===== config.mk =====
export PLATFORM = sky130hd
export DESIGN_NAME = countdown_timer_flat
export DESIGN_NICKNAME = d
export VERILOG_FILES = /design/src/rtl/countdown_timer_if.sv /design/src/rtl/countdown_timer.sv /design/src/flat_wrapper.sv
export SDC_FILE = /design/constraint.sdc
export NUM_CORES = 1
export LEC_CHECK = 0
export CAP_MARGIN = 40
export CORE_ASPECT_RATIO = 0.9
export CORE_MARGIN = 5
export CORE_UTILIZATION = 45
export DETAILED_ROUTE_END_ITERATION = 10
export PLACE_DENSITY_LB_ADDON = 0.2
export SLEW_MARGIN = 5
export SYNTH_ARGS = -nofsm -noshare
export SYNTH_HDL_FRONTEND = slang
export SYNTH_SLANG_ARGS = --single-unit

===== constraint.sdc =====
create_clock -name clk -period 2.4 [get_ports clk]
set_input_delay 0.24 -clock clk [delete_from_list [all_inputs] [get_ports clk]]
set_output_delay 0.24 -clock clk [all_outputs]
set_load 0.02 [all_outputs]

===== src/rtl/countdown_timer_if.sv =====
// Control, load and display signals of the MM:SS countdown timer.
// The master drives controls and load digits; the slave (the timer) drives the count and flags.
interface countdown_timer_if;
   logic       tick;
   logic       load;
   logic       start;
   logic       stop;
   logic [3:0] ld_min_t;
   logic [3:0] ld_min_u;
   logic [3:0] ld_sec_t;
   logic [3:0] ld_sec_u;
   logic [3:0] min_t;
   logic [3:0] min_u;
   logic [3:0] sec_t;
   logic [3:0] sec_u;
   logic       running;
   logic       done;
   logic       alarm;

   modport master (
      output tick, load, start, stop, ld_min_t, ld_min_u, ld_sec_t, ld_sec_u,
      input  min_t, min_u, sec_t, sec_u, running, done, alarm
   );

   modport slave (
      input  tick, load, start, stop, ld_min_t, ld_min_u, ld_sec_t, ld_sec_u,
      output min_t, min_u, sec_t, sec_u, running, done, alarm
   );
endinterface


===== src/rtl/countdown_timer.sv =====
// Four-digit BCD MM:SS countdown timer with run/pause/done control and an expiry alarm.
// Optional COUNTDOWN_AUTORELOAD_EN: reload from the last loaded value at 00:00 and keep running.
module countdown_timer #(
   parameter int ALARM_LEN = 4
) (
   input  logic               clk,
   input  logic               clear,
   countdown_timer_if.slave   bus
);

   typedef enum logic [1:0] {S_IDLE, S_RUN, S_PAUSE, S_DONE} state_t;
   typedef logic [3:0][3:0] bcd_t;   // [3]=min_t [2]=min_u [1]=sec_t [0]=sec_u

   state_t     state, state_nxt;
   bcd_t       cnt, cnt_nxt, ld_val;
   logic       alarm_q, alarm_nxt;
   logic       done_q, done_nxt;
   logic       pulse_nxt;
   logic       ld_hit;
   logic [3:0] acnt, acnt_nxt, acnt_inc;
   logic       cnt_zero, cnt_one;

   function automatic logic [3:0] sat(input logic [3:0] d, input logic [3:0] lim);
      return (d > lim) ? lim : d;
   endfunction

   // Single-second decrement with borrow; never called on 00:00.
   function automatic bcd_t dec(input bcd_t c);
      bcd_t r;
      r = c;
      if (c[0] != 4'd0) r[0] = c[0] - 4'd1;
      else begin
         r[0] = 4'd9;
         if (c[1] != 4'd0) r[1] = c[1] - 4'd1;
         else begin
            r[1] = 4'd5;
            if (c[2] != 4'd0) r[2] = c[2] - 4'd1;
            else begin
               r[2] = 4'd9;
               r[3] = c[3] - 4'd1;
            end
         end
      end
      return r;
   endfunction

   assign ld_val   = {sat(bus.ld_min_t, 4'd9), sat(bus.ld_min_u, 4'd9),
                      sat(bus.ld_sec_t, 4'd5), sat(bus.ld_sec_u, 4'd9)};
   assign cnt_zero = (cnt == bcd_t'(16'h0000));
   assign cnt_one  = (cnt == bcd_t'(16'h0001));
   assign acnt_inc = acnt + 4'd1;

`ifdef COUNTDOWN_AUTORELOAD_EN
   bcd_t shadow;

   always_ff @(negedge clk or negedge clear) begin
      if (!clear)      shadow <= '0;
      else if (ld_hit) shadow <= ld_val;
   end
`endif

   always_comb begin
      state_nxt = state;
      cnt_nxt   = cnt;
      alarm_nxt = alarm_q;
      acnt_nxt  = acnt;
      pulse_nxt = 1'b0;
      ld_hit    = 1'b0;
      case (state)
         S_IDLE: begin
            if (bus.load) begin
               ld_hit  = 1'b1;
               cnt_nxt = ld_val;
            end else if (bus.start && !cnt_zero) begin
               state_nxt = S_RUN;
            end
         end
         S_RUN: begin
            if (bus.stop) begin
               state_nxt = S_PAUSE;
            end else if (bus.tick && !cnt_zero) begin
               if (cnt_one) begin
`ifdef COUNTDOWN_AUTORELOAD_EN
                  cnt_nxt   = shadow;
                  pulse_nxt = 1'b1;
`else
                  cnt_nxt   = '0;
                  state_nxt = S_DONE;
                  alarm_nxt = 1'b1;
                  acnt_nxt  = 4'd0;
`endif
               end else begin
                  cnt_nxt = dec(cnt);
               end
            end
         end
         S_PAUSE: begin
            if (bus.load) begin
               ld_hit  = 1'b1;
               cnt_nxt = ld_val;
            end else if (bus.start && !cnt_zero) begin
               state_nxt = S_RUN;
            end
         end
         S_DONE: begin
            if (bus.load) begin
               ld_hit    = 1'b1;
               cnt_nxt   = ld_val;
               state_nxt = S_IDLE;
               alarm_nxt = 1'b0;
            end else if (bus.stop) begin
               state_nxt = S_IDLE;
               alarm_nxt = 1'b0;
            end else if (bus.tick && alarm_q) begin
               acnt_nxt = acnt_inc;
               if (acnt_inc == ALARM_LEN[3:0]) alarm_nxt = 1'b0;
            end
         end
         default: state_nxt = S_IDLE;
      endcase
      done_nxt = (state_nxt == S_DONE) | pulse_nxt;
   end

   always_ff @(negedge clk or negedge clear) begin
      if (!clear) begin
         state   <= S_IDLE;
         cnt     <= '0;
         alarm_q <= 1'b0;
         done_q  <= 1'b0;
         acnt    <= 4'd0;
      end else begin
         state   <= state_nxt;
         cnt     <= cnt_nxt;
         alarm_q <= alarm_nxt;
         done_q  <= done_nxt;
         acnt    <= acnt_nxt;
      end
   end

   assign bus.min_t   = cnt[3];
   assign bus.min_u   = cnt[2];
   assign bus.sec_t   = cnt[1];
   assign bus.sec_u   = cnt[0];
   assign bus.running = (state == S_RUN);
   assign bus.done    = done_q;
   assign bus.alarm   = alarm_q;

endmodule


===== src/flat_wrapper.sv =====
// flat-port wrapper written by rule: the top's interface ports become plain ports
module countdown_timer_flat 
#(
   parameter int ALARM_LEN = 4
)
  (clk, clear, bus_tick, bus_load, bus_start, bus_stop, bus_ld_min_t, bus_ld_min_u, bus_ld_sec_t, bus_ld_sec_u, bus_min_t, bus_min_u, bus_sec_t, bus_sec_u, bus_running, bus_done, bus_alarm);
  countdown_timer_if bus_i ();
  input  logic clk;
  input  logic clear;
  input wire logic [$bits(bus_i.tick)-1:0] bus_tick;
  input wire logic [$bits(bus_i.load)-1:0] bus_load;
  input wire logic [$bits(bus_i.start)-1:0] bus_start;
  input wire logic [$bits(bus_i.stop)-1:0] bus_stop;
  input wire logic [$bits(bus_i.ld_min_t)-1:0] bus_ld_min_t;
  input wire logic [$bits(bus_i.ld_min_u)-1:0] bus_ld_min_u;
  input wire logic [$bits(bus_i.ld_sec_t)-1:0] bus_ld_sec_t;
  input wire logic [$bits(bus_i.ld_sec_u)-1:0] bus_ld_sec_u;
  output wire logic [$bits(bus_i.min_t)-1:0] bus_min_t;
  output wire logic [$bits(bus_i.min_u)-1:0] bus_min_u;
  output wire logic [$bits(bus_i.sec_t)-1:0] bus_sec_t;
  output wire logic [$bits(bus_i.sec_u)-1:0] bus_sec_u;
  output wire logic [$bits(bus_i.running)-1:0] bus_running;
  output wire logic [$bits(bus_i.done)-1:0] bus_done;
  output wire logic [$bits(bus_i.alarm)-1:0] bus_alarm;
  assign bus_i.tick = bus_tick;
  assign bus_i.load = bus_load;
  assign bus_i.start = bus_start;
  assign bus_i.stop = bus_stop;
  assign bus_i.ld_min_t = bus_ld_min_t;
  assign bus_i.ld_min_u = bus_ld_min_u;
  assign bus_i.ld_sec_t = bus_ld_sec_t;
  assign bus_i.ld_sec_u = bus_ld_sec_u;
  assign bus_min_t = bus_i.min_t;
  assign bus_min_u = bus_i.min_u;
  assign bus_sec_t = bus_i.sec_t;
  assign bus_sec_u = bus_i.sec_u;
  assign bus_running = bus_i.running;
  assign bus_done = bus_i.done;
  assign bus_alarm = bus_i.alarm;
  countdown_timer #(.ALARM_LEN(ALARM_LEN)) u_core (.clk(clk), .clear(clear), .bus(bus_i));
endmodule

==> results of run 1 <==
[how the worst min path moves through the flow]
stage          cells after the start                          to  slack [ns]                       start
5_1_grt                            2  u_core.acnt[3]$_DFFE_NN0P_        0.49  u_core.acnt[3]$_DFFE_NN0P_
3_5_place_dp                       2  u_core.acnt[3]$_DFFE_NN0P_        0.47  u_core.acnt[3]$_DFFE_NN0P_
4_1_cts                            2  u_core.acnt[3]$_DFFE_NN0P_        0.47  u_core.acnt[3]$_DFFE_NN0P_
6_report                           2  u_core.acnt[3]$_DFFE_NN0P_        0.47  u_core.acnt[3]$_DFFE_NN0P_
2_1_floorplan                      2  u_core.acnt[3]$_DFFE_NN0P_        0.43  u_core.acnt[3]$_DFFE_NN0P_
3_3_place_gp                       2  u_core.acnt[3]$_DFFE_NN0P_        0.45  u_core.acnt[3]$_DFFE_NN0P_
[registers in the layout (all words and copies together), names as in the netlist]
| name | flops |
|---|---|
| u_core.bus.alarm | 1 |
| u_core.bus.done | 1 |
| u_core.bus.min_u | 4 |
| u_core.state | 2 |
| u_core.bus.sec_u | 4 |
| u_core.bus.min_t | 4 |
| u_core.bus.sec_t | 4 |
| u_core.acnt | 4 |
[area by class of cell]
class	count	area (sq um)	area share, %
multi-input combinational	152	1070	42.4
timing repair buffer	88	689	27.3
tap	46	57.6	2.28
sequential	24	601	23.8
inverter	13	53.8	2.13
clock buffer	4	55.1	2.18
[per-stage QoR]
step / total power, mW / std cells
2_1_floorplan: 1.31 / 194
3_3_place_gp: 1.94 / 318
3_5_place_dp: 1.96 / 318
4_1_cts: 2.19 / 324
5_1_grt: 2.36 / 327
6_report: 2.20 / 327
[cells in the final DEF (no fill, tap or decap), drive strengths merged, types with 9 or more instances in the layout]
cell type | netlist | routed
nor2 | 14 | 14
inv | 12 | 12
dfrtn | 24 | 24
buf | 4 | 68
clkdlybuf4s50 | 0 | 15
a31oi | 9 | 9
nor3 | 9 | 9
o21ai | 25 | 25
a21oi | 11 | 11
nand2 | 12 | 12
[timing repair]
| item | 4_1_cts | 5_1_grt |
|---|---|---|
| setup buffers | 2 | 2 |
| hold buffers | 0 | 0 |
| endpoints found under the setup margin | 41 | 21 |
| pin swaps | 5 | 5 |
| gates cloned | 0 | 1 |
| gates resized for setup | 88 | 27 |
[power groups by stage]
stage | registers [mW] | clock network (mW) | logic, mW
floorplan | 0.784 | 0 | 0.524
global placement | 0.593 | 0 | 1.34
detailed placement | 0.595 | 0 | 1.36
CTS | 0.590 | 0.284 | 1.32
global route | 0.600 | 0.300 | 1.46
finish | 0.586 | 0.277 | 1.34
[worst reg2reg max path: cells and delay by family (launching register included)]
family / cells / cell delay, ns
simple gates: 3 / 0.91
flops: 1 / 0.37
mux: 1 / 0.27
compound gates: 1 / 0.22
buf+inv: 2 / 0.20
fa+ha+maj: 1 / 0.19
[cell families (layout without fill, tap and decap cells)]
family	Yosys count	in the layout	synth area share (%)
and+or+nand+nor	68	68	24.3
AOI/OAI and AO/OA	67	67	24.3
DFF	24	24	35.8
buffers and inverters	18	105	4.40
adders and majority gates	8	8	5.97
muxes	5	5	3.06
xor gates and xnor gates	4	4	2.09
[per-layer routing]
metal	vias to the layer above	track usage, %	wire (microns)	share of wire [%]
li1	902	-	-	-
met1	843	26.1	2160	46
met2	67	32.3	2230	47
met3	4	3.96	336	7.1
met4	0	4.00	20	0.42
met5	-	0	0	0
==> flow_summary.json, run 1 <==
{
  "p_int_mw": 1.29,
  "worst-path-buf-inv": 2,
  "clk_latency_ns": 0.28,
  "ff2ff_setup_slack_ns": 0.10,
  "status": "finished, violations left",
  "yosys_register_bits": 24,
  "cellPowerDensity_nw_per_um2": 872,
  "cp_slowest_cell": "dfrtn_1",
  "synth_area_leaders": "dfrtn_1 (36%), o21ai_0 (7.5%), ha_1 (6.0%)",
  "drtIter0Drc": 116,
  "die-area_sq_um": 5050,
  "syn_avg_cell_area_sq_um": 8.64,
  "tns_ns": -0.0656,
  "cts-buffers-inserted": 3,
  "clkPwrFrac_pct": 12.6,
  "portBuffers": 40,
  "synth_edf_count": 0,
  "htreeDepth": 1,
  "ant_nets": 0,
  "async_flop_share_pct": 100,
  "worstSetupEndpoint": "bus_running",
  "worstMarginPinSlew_ns": 0.558,
  "dr_total_vias": 1816,
  "rows": 21,
  "yosysTopAreaCell": "dfrtn_1",
  "io_pins": 41,
  "place_area_sq_um": 2470,
  "finalClockSkew_ns": 0.00395,
  "cts_root_buf": "clkbuf_8",
  "clk_pin_slew_worst_paths_ns": 0.06,
  "grt_start_max_net_pins": 29,
  "synth_fp_nets": 224,
  "cts_sinks": 24,
  "max_slew_margin_pct": 62.5,
  "avgViaCountPerCell": 5.55,
  "start_util_pct": 45.9,
  "cp_slowest_stage_delay_ns": 0.41,
  "setup_ws_ns": -0.0656,
  "hold_violations": 0,
  "coreArea_sq_um": 3650,
  "ir_drop_mv": 0.605,
  "hpwl_microns": 3590,
  "synth_cell_types": 47,
  "synth.most_common_cell": "o21ai_0",
  "r2r-end": "u_core.bus.min_u[3]$_DFFE_NN0P_",
  "arrival_ns": 2.23,
  "globalRouteTotalUtil_pct": 19.4,
  "pre_cts_ws_ns": -0.648,
  "netSwitchingPower_mw": 0.919,
  "fp.dieW_microns": 74.3,
  "final_core_util_pct": 69.2,
  "cp.required_ns": 2.16,
  "yosysSeqAreaShare_pct": 35.8,
  "first_pass_iters": 4,
  "grt_pass1_vias": 1705,
  "yosysWarnings": 0,
  "drive_gt1_share_pct": 34.5,
  "stdcell_area_sq_um": 2530,
  "p_seq_share_pct": 26.6,
  "whs_ns": 0.470,
  "fillers": 292,
  "r2r_cells": 8,
  "synth_flop_cell": "dfrtn_1",
  "drc": 0,
  "timing.rr.start": "u_core.bus.min_t[0]$_DFFE_NN0P_",
  "switching_share_pct": 41.7,
  "syn_area_sq_um": 1680,
  "crit_chain": "nand2b_4 > clkinv_4 > buf_6",
  "finalSetupViolCount": 1,
  "fin_nets": 312,
  "end_kind": "output port",
  "grt_pass1_wl_microns": 7750,
  "worstSetupPathType": "reg -> out",
  "area_delta_synth_final_pct": 50.8,
  "antennaDiodeCount": 0,
  "violations": "negative setup slack",
  "wl_microns": 4750,
  "slew_violations": 0,
  "yosys-top-cells-count": "o21ai_0 (25), dfrtn_1 (24), nor2_1 (14), inv_1 (12), nand2_1 (12)",
  "path_delay_family": "flip-flops",
  "die_height_microns": 67.9,
  "crit_start": "u_core.state[1]$_DFF_NN0_",
  "hp-class": "reg -> reg",
  "synth_cells": 194,
  "p_comb_share_pct": 60.8,
  "start_kind": "flop",
  "path_max_fanout": 2,
  "grt-ovfl-total": 0,
  "cts_tree": "yes",
  "antenna_found_initial": 0,
  "avgRoutedWirePerCell_microns": 14.5,
  "crit_cells": 3,
  "total_leakage_power_nw": 1.18,
  "max-cap-violations": 0,
  "synth_top_area_share_pct": 35.8,
  "clock_tree.buffer_depth": 2,
  "rsz0062_at_grt": "yes",
  "place_congestion": 0.868
}
Power figures use the tool's default switching activity.
==> run 2, diff against run 1 <==
--- a/config.mk
+++ b/config.mk
@@ -7,7 +7,6 @@
 export LEC_CHECK = 0
 export CAP_MARGIN = 40
 export CORE_ASPECT_RATIO = 0.9
-export CORE_MARGIN = 5
 export CORE_UTILIZATION = 45
 export DETAILED_ROUTE_END_ITERATION = 10
 export PLACE_DENSITY_LB_ADDON = 0.2
==> run 2 against run 1 <==
  * The run still ends with negative setup slack left
  * First-iteration DRC count shrank 1.7%
  * Design area fell by 1.7%
  * Largest cell class unchanged
  * Sequential cell count is the same
  * Clock skew barely moved
  * Global-route usage rose by 6.0 points
  * Register-to-register slack worse by 0.02 ns
==> flow_summary.json, run 2 (same netlist as run 1, synthesis figures left out) <==
{
  "grt_pass1_vias": 1716,
  "start_util_pct": 48.2,
  "pre_cts_ws_ns": -0.622,
  "path_max_fanout": 2,
  "violations": "negative setup slack",
  "worstMarginPinSlew_ns": 0.569,
  "final_cell_mix": "buf_4 (41), dfrtn_1 (24), buf_2 (19)",
  "dr_total_vias": 1800,
  "cellPowerDensity_nw_per_um2": 874,
  "place_congestion": 0.907,
  "drtIter0Drc": 114,
  "avgViaCountPerCell": 5.63,
  "hold_violations": 0,
  "antennaDiodeCount": 0,
  "rsz0062_at_grt": "yes",
  "max-cap-violations": 0,
  "cts_tree": "yes",
  "ant_nets": 0,
  "htreeDepth": 1,
  "die-area_sq_um": 3970,
  "drc": 0,
  "max_slew_margin_pct": 61.8,
  "grt_pass1_wl_microns": 7650,
  "arrival_ns": 2.23,
  "grt_start_max_net_pins": 30,
  "rows": 20,
  "hpwl_microns": 3490,
  "drive_gt1_share_pct": 32.6,
  "cts-buffers-inserted": 3,
  "worstSetupPathType": "reg -> out",
  "hp-class": "reg -> reg",
  "globalRouteTotalUtil_pct": 25.4,
  "coreArea_sq_um": 3480,
  "ir_drop_mv": 0.535,
  "cts_sinks": 24,
  "cts_hold_buf": 0,
  "end_kind": "output port",
  "wl_microns": 4600,
  "die_height_microns": 59.9,
  "io_pins": 41,
  "setup_ws_ns": -0.0691,
  "clock_tree.buffer_depth": 2,
  "portBuffers": 40,
  "clk_latency_ns": 0.28,
  "cts_root_buf": "clkbuf_8",
  "clk_pin_slew_worst_paths_ns": 0.06,
  "fin_nets": 307,
  "fp.dieW_microns": 66.3,
  "p_total_mw": 2.17,
  "finalClockSkew_ns": 0.00387,
  "antenna_found_initial": 0,
  "status": "finished, violations left",
  "slew_violations": 0,
  "area_delta_synth_final_pct": 48.3,
  "cp.required_ns": 2.16,
  "total_leakage_power_nw": 1.16,
  "first_pass_iters": 4,
  "start_kind": "flop",
  "avgRoutedWirePerCell_microns": 14.4,
  "final_common_cell": "buf_4",
  "finalSetupViolCount": 1,
  "grt-ovfl-total": 0
}
[run 2: cell type report]
| type | count | area (sq um) |
|---|---|---|
| clock buffer | 4 | 55.1 |
| fill | 283 | 992 |
| inverter | 13 | 53.8 |
| multi-input combinational | 152 | 1080 |
| sequential | 24 | 601 |
| tap | 44 | 55.1 |
| timing repair buffer | 83 | 644 |
[run 2: where the power goes]
| part | switching [mW] | internal (mW) |
|---|---|---|
| Sequential | 0.0587 | 0.524 |
| Clock | 0.136 | 0.147 |
| Combinational | 0.710 | 0.598 |
[run 2: metrics by stage]
step                      instances  util, %  hold WS [ns]  instance area, sq um  TNS, ns
after CTS                       320     71.9         0.464                  2500  -0.0628
after global routing            320     71.5         0.477                  2490   -0.132
final                           320     71.5         0.452                  2490  -0.0691
after detailed placement        316     70.9         0.464                  2470   -12.55
after floorplan                 194        -         0.430                  1700   -0.245
after global placement          316     70.9         0.445                  2470   -11.91
[run 2: timing repair]
action                                  in CTS  in global routing
setup buffers                                0                  0
pin swaps                                    5                  4
gates resized for setup                     90                 22
endpoints found under the setup margin      40                 22
[run 2: worst paths after layout]
path                                                  from                               to  slack [ns]  cells after the start
setup / recovery                 u_core.state[1]$_DFF_NN0_                      bus_running       -0.07                      3
hold / removal                  u_core.acnt[3]$_DFFE_NN0P_       u_core.acnt[3]$_DFFE_NN0P_        0.45                      2
setup reg to reg           u_core.bus.sec_u[1]$_DFFE_NN0P_  u_core.bus.min_u[3]$_DFFE_NN0P_        0.08                      8
hold reg to reg                 u_core.acnt[3]$_DFFE_NN0P_       u_core.acnt[3]$_DFFE_NN0P_        0.45                      2
max in group asynchronous                            clear  u_core.bus.sec_t[0]$_DFFE_NN0P_        0.83                      2
min in group asynchronous                            clear        u_core.bus.done$_DFF_NN0_        1.39                      2
[run 2: metal layers]
layer / wire length [microns] / part of all wire (%) / global-route usage [%]
met1: 2180 / 47 / 34.1
met3: 219 / 4.8 / 4.01
met4: 40 / 0.87 / 5.47
met2: 2160 / 47 / 43.1
met5: 0 / 0 / 0
[run 2: worst max-delay path, stage by stage, from the launching register on]
cell      delay, ns
dfrtn_1        0.41
nand2b_4       0.16
clkinv_4       0.05
buf_6          0.12
==> run 3, diff against run 2 <==
--- a/config.mk
+++ b/config.mk
@@ -7,10 +7,10 @@
 export LEC_CHECK = 0
 export CAP_MARGIN = 40
 export CORE_ASPECT_RATIO = 0.9
+export CORE_MARGIN = 2
 export CORE_UTILIZATION = 45
 export DETAILED_ROUTE_END_ITERATION = 10
 export PLACE_DENSITY_LB_ADDON = 0.2
-export SLEW_MARGIN = 5
 export SYNTH_ARGS = -nofsm -noshare
 export SYNTH_HDL_FRONTEND = slang
 export SYNTH_SLANG_ARGS = --single-unit
==> run 3 against run 2 <==
  * The flow still finishes with violations (negative setup slack)
  * Critical path depth unchanged
  * Clock power about the same
  * Setup slack improved by 0.012 ns
  * Register-to-register slack gained 0.04 ns
  * Final cell count is 2.2% higher
  * Utilization shrank 2.6 points
  * Die area grew 6.5%
==> flow_summary.json, run 3 (same netlist as run 1, synthesis figures left out) <==
{
  "hold_violations": 0,
  "avgRoutedWirePerCell_microns": 14.2,
  "wl_microns": 4630,
  "max_slew_margin_pct": 59.6,
  "final_cell_mix": "buf_4 (48), dfrtn_1 (24), o21ai_0 (22)",
  "hold-path-cell-count": 1,
  "switching_share_pct": 41.6,
  "grt_pass1_wl_microns": 7490,
  "cts_tree": "yes",
  "finalClockSkew_ns": 0.00165,
  "coreArea_sq_um": 3650,
  "violations": "negative setup slack",
  "status": "finished, violations left",
  "ant_nets": 0,
  "cp.required_ns": 2.16,
  "r2r-end": "u_core.bus.min_t[0]$_DFFE_NN0P_",
  "drive_gt1_share_pct": 34.2,
  "timing.rr.start": "u_core.bus.min_t[0]$_DFFE_NN0P_",
  "rows": 21,
  "fillers": 288,
  "final_core_util_pct": 68.9,
  "final_common_cell": "buf_4",
  "antenna_found_initial": 0,
  "fin_nets": 312,
  "ir_drop_mv": 0.507,
  "cts_hold_buf": 0,
  "htreeDepth": 1,
  "grt-ovfl-total": 0,
  "p_int_mw": 1.30,
  "avgViaCountPerCell": 5.57,
  "dr_total_vias": 1820,
  "clkPwrFrac_pct": 12.8,
  "io_pins": 41,
  "clk_latency_ns": 0.28,
  "path_max_fanout": 2,
  "p_comb_share_pct": 60.8,
  "hp-class": "reg -> reg",
  "max-cap-violations": 0,
  "r2r_cells": 9,
  "die_height_microns": 61.9,
  "slew_violations": 0,
  "drc": 0,
  "grt_pass1_vias": 1737,
  "grt_start_max_net_pins": 30,
  "final_cell_count_no_fill": 327,
  "register_area_sq_um": 601,
  "arrival_ns": 2.22,
  "die-area_sq_um": 4230,
  "cts-buffers-inserted": 3,
  "multiInputGateArea_sq_um": 1080,
  "hold_start": "u_core.acnt[0]$_DFFE_NN0P_",
  "cellPowerDensity_nw_per_um2": 881,
  "p_seq_share_pct": 26.4,
  "setup_ws_ns": -0.0575,
  "worstSetupPathType": "reg -> out",
  "antennaDiodeCount": 0,
  "cts_root_buf": "clkbuf_8",
  "total_leakage_power_nw": 1.18,
  "drtIter0Drc": 91,
  "place_congestion": 0.856,
  "start_util_pct": 45.9,
  "portBuffers": 40,
  "ff2ff_setup_slack_ns": 0.12,
  "cts_sinks": 24,
  "hold_end": "u_core.acnt[0]$_DFFE_NN0P_",
  "p_total_mw": 2.22,
  "rsz0062_at_grt": "yes",
  "hpwl_microns": 3450,
  "clock_tree.buffer_depth": 2,
  "placed_cells": 320,
  "netSwitchingPower_mw": 0.922,
  "fp.dieW_microns": 68.3,
  "globalRouteTotalUtil_pct": 23.6,
  "worstMarginPinSlew_ns": 0.601,
  "clk_pin_slew_worst_paths_ns": 0.06,
  "end_kind": "output port",
  "start_kind": "flop",
  "area_delta_synth_final_pct": 50.1,
  "finalSetupViolCount": 1,
  "first_pass_iters": 4
}
==> run 3: cell count changes in the layout (fill, tap and decap cells not counted), sizes merged <==
cell	change
clkdlybuf4s15	-1
dlygate4sd2	+1
clkbuf	+1
buf	+4
==> run 3: timing repair <==
action,in CTS,in global routing
buffers inserted,2,1
pin swaps,4,4
setup endpoints to repair,41,19
resized for setup,88,18
==> run 3: power by group through the flow <==
| stage | clock, mW | sequential (mW) | combinational [mW] |
|---|---|---|---|
| 6_report | 0.284 | 0.585 | 1.35 |
| 5_1_grt | 0.303 | 0.597 | 1.48 |
| 4_1_cts | 0.287 | 0.588 | 1.34 |
| 3_5_place_dp | 0 | 0.595 | 1.38 |
| 3_3_place_gp | 0 | 0.596 | 1.37 |
| 2_1_floorplan | 0 | 0.784 | 0.524 |
==> run 3: layout make-up <==
type	instances	area share [%]
clock buffer	4	2.19
inverter	13	2.14
multi-input combinational	152	42.8
sequential	24	23.9
tap	46	2.29
timing repair buffer	88	26.7
==> run 3: worst max-delay path by stage <==
stage	startpoint	end	slack, ns	cells after the start
floorplan	bus_stop	u_core.bus.min_t[0]$_DFFE_NN0P_	-0.11	5
global placement	bus_stop	u_core.bus.min_u[3]$_DFFE_NN0P_	-0.63	5
detailed placement	bus_stop	u_core.bus.sec_t[2]$_DFFE_NN0P_	-0.70	6
CTS	u_core.state[1]$_DFF_NN0_	bus_running	-0.06	3
global route	u_core.state[1]$_DFF_NN0_	bus_running	-0.1	3
finish	u_core.state[1]$_DFF_NN0_	bus_running	-0.06	3
==> run 3: stage by stage <==
step           area (sq um)  setup TNS (ns)  hold slack (ns)  setup WS [ns]
2_1_floorplan          1700          -0.245            0.430         -0.111
3_3_place_gp           2480          -12.78            0.447         -0.627
3_5_place_dp           2480          -13.36            0.475         -0.702
4_1_cts                2530         -0.0579            0.479        -0.0579
5_1_grt                2520          -0.131            0.494        -0.0990
6_report               2520         -0.0575            0.475        -0.0575
==> run 3: per-layer routing <==
layer,GRT usage (%),share of wire [%],vias up
met5,0,0,-
met4,6.29,1.1,0
met3,4.86,4.4,6
met2,40.6,47,46
met1,30.4,47,864
li1,-,-,904
==> run 3: worst max-delay path, stage by stage, from the launching register on <==
cell and delay (ns):
dfrtn_1 0.41, nand2b_4 0.15, clkinv_4 0.05, buf_6 0.12
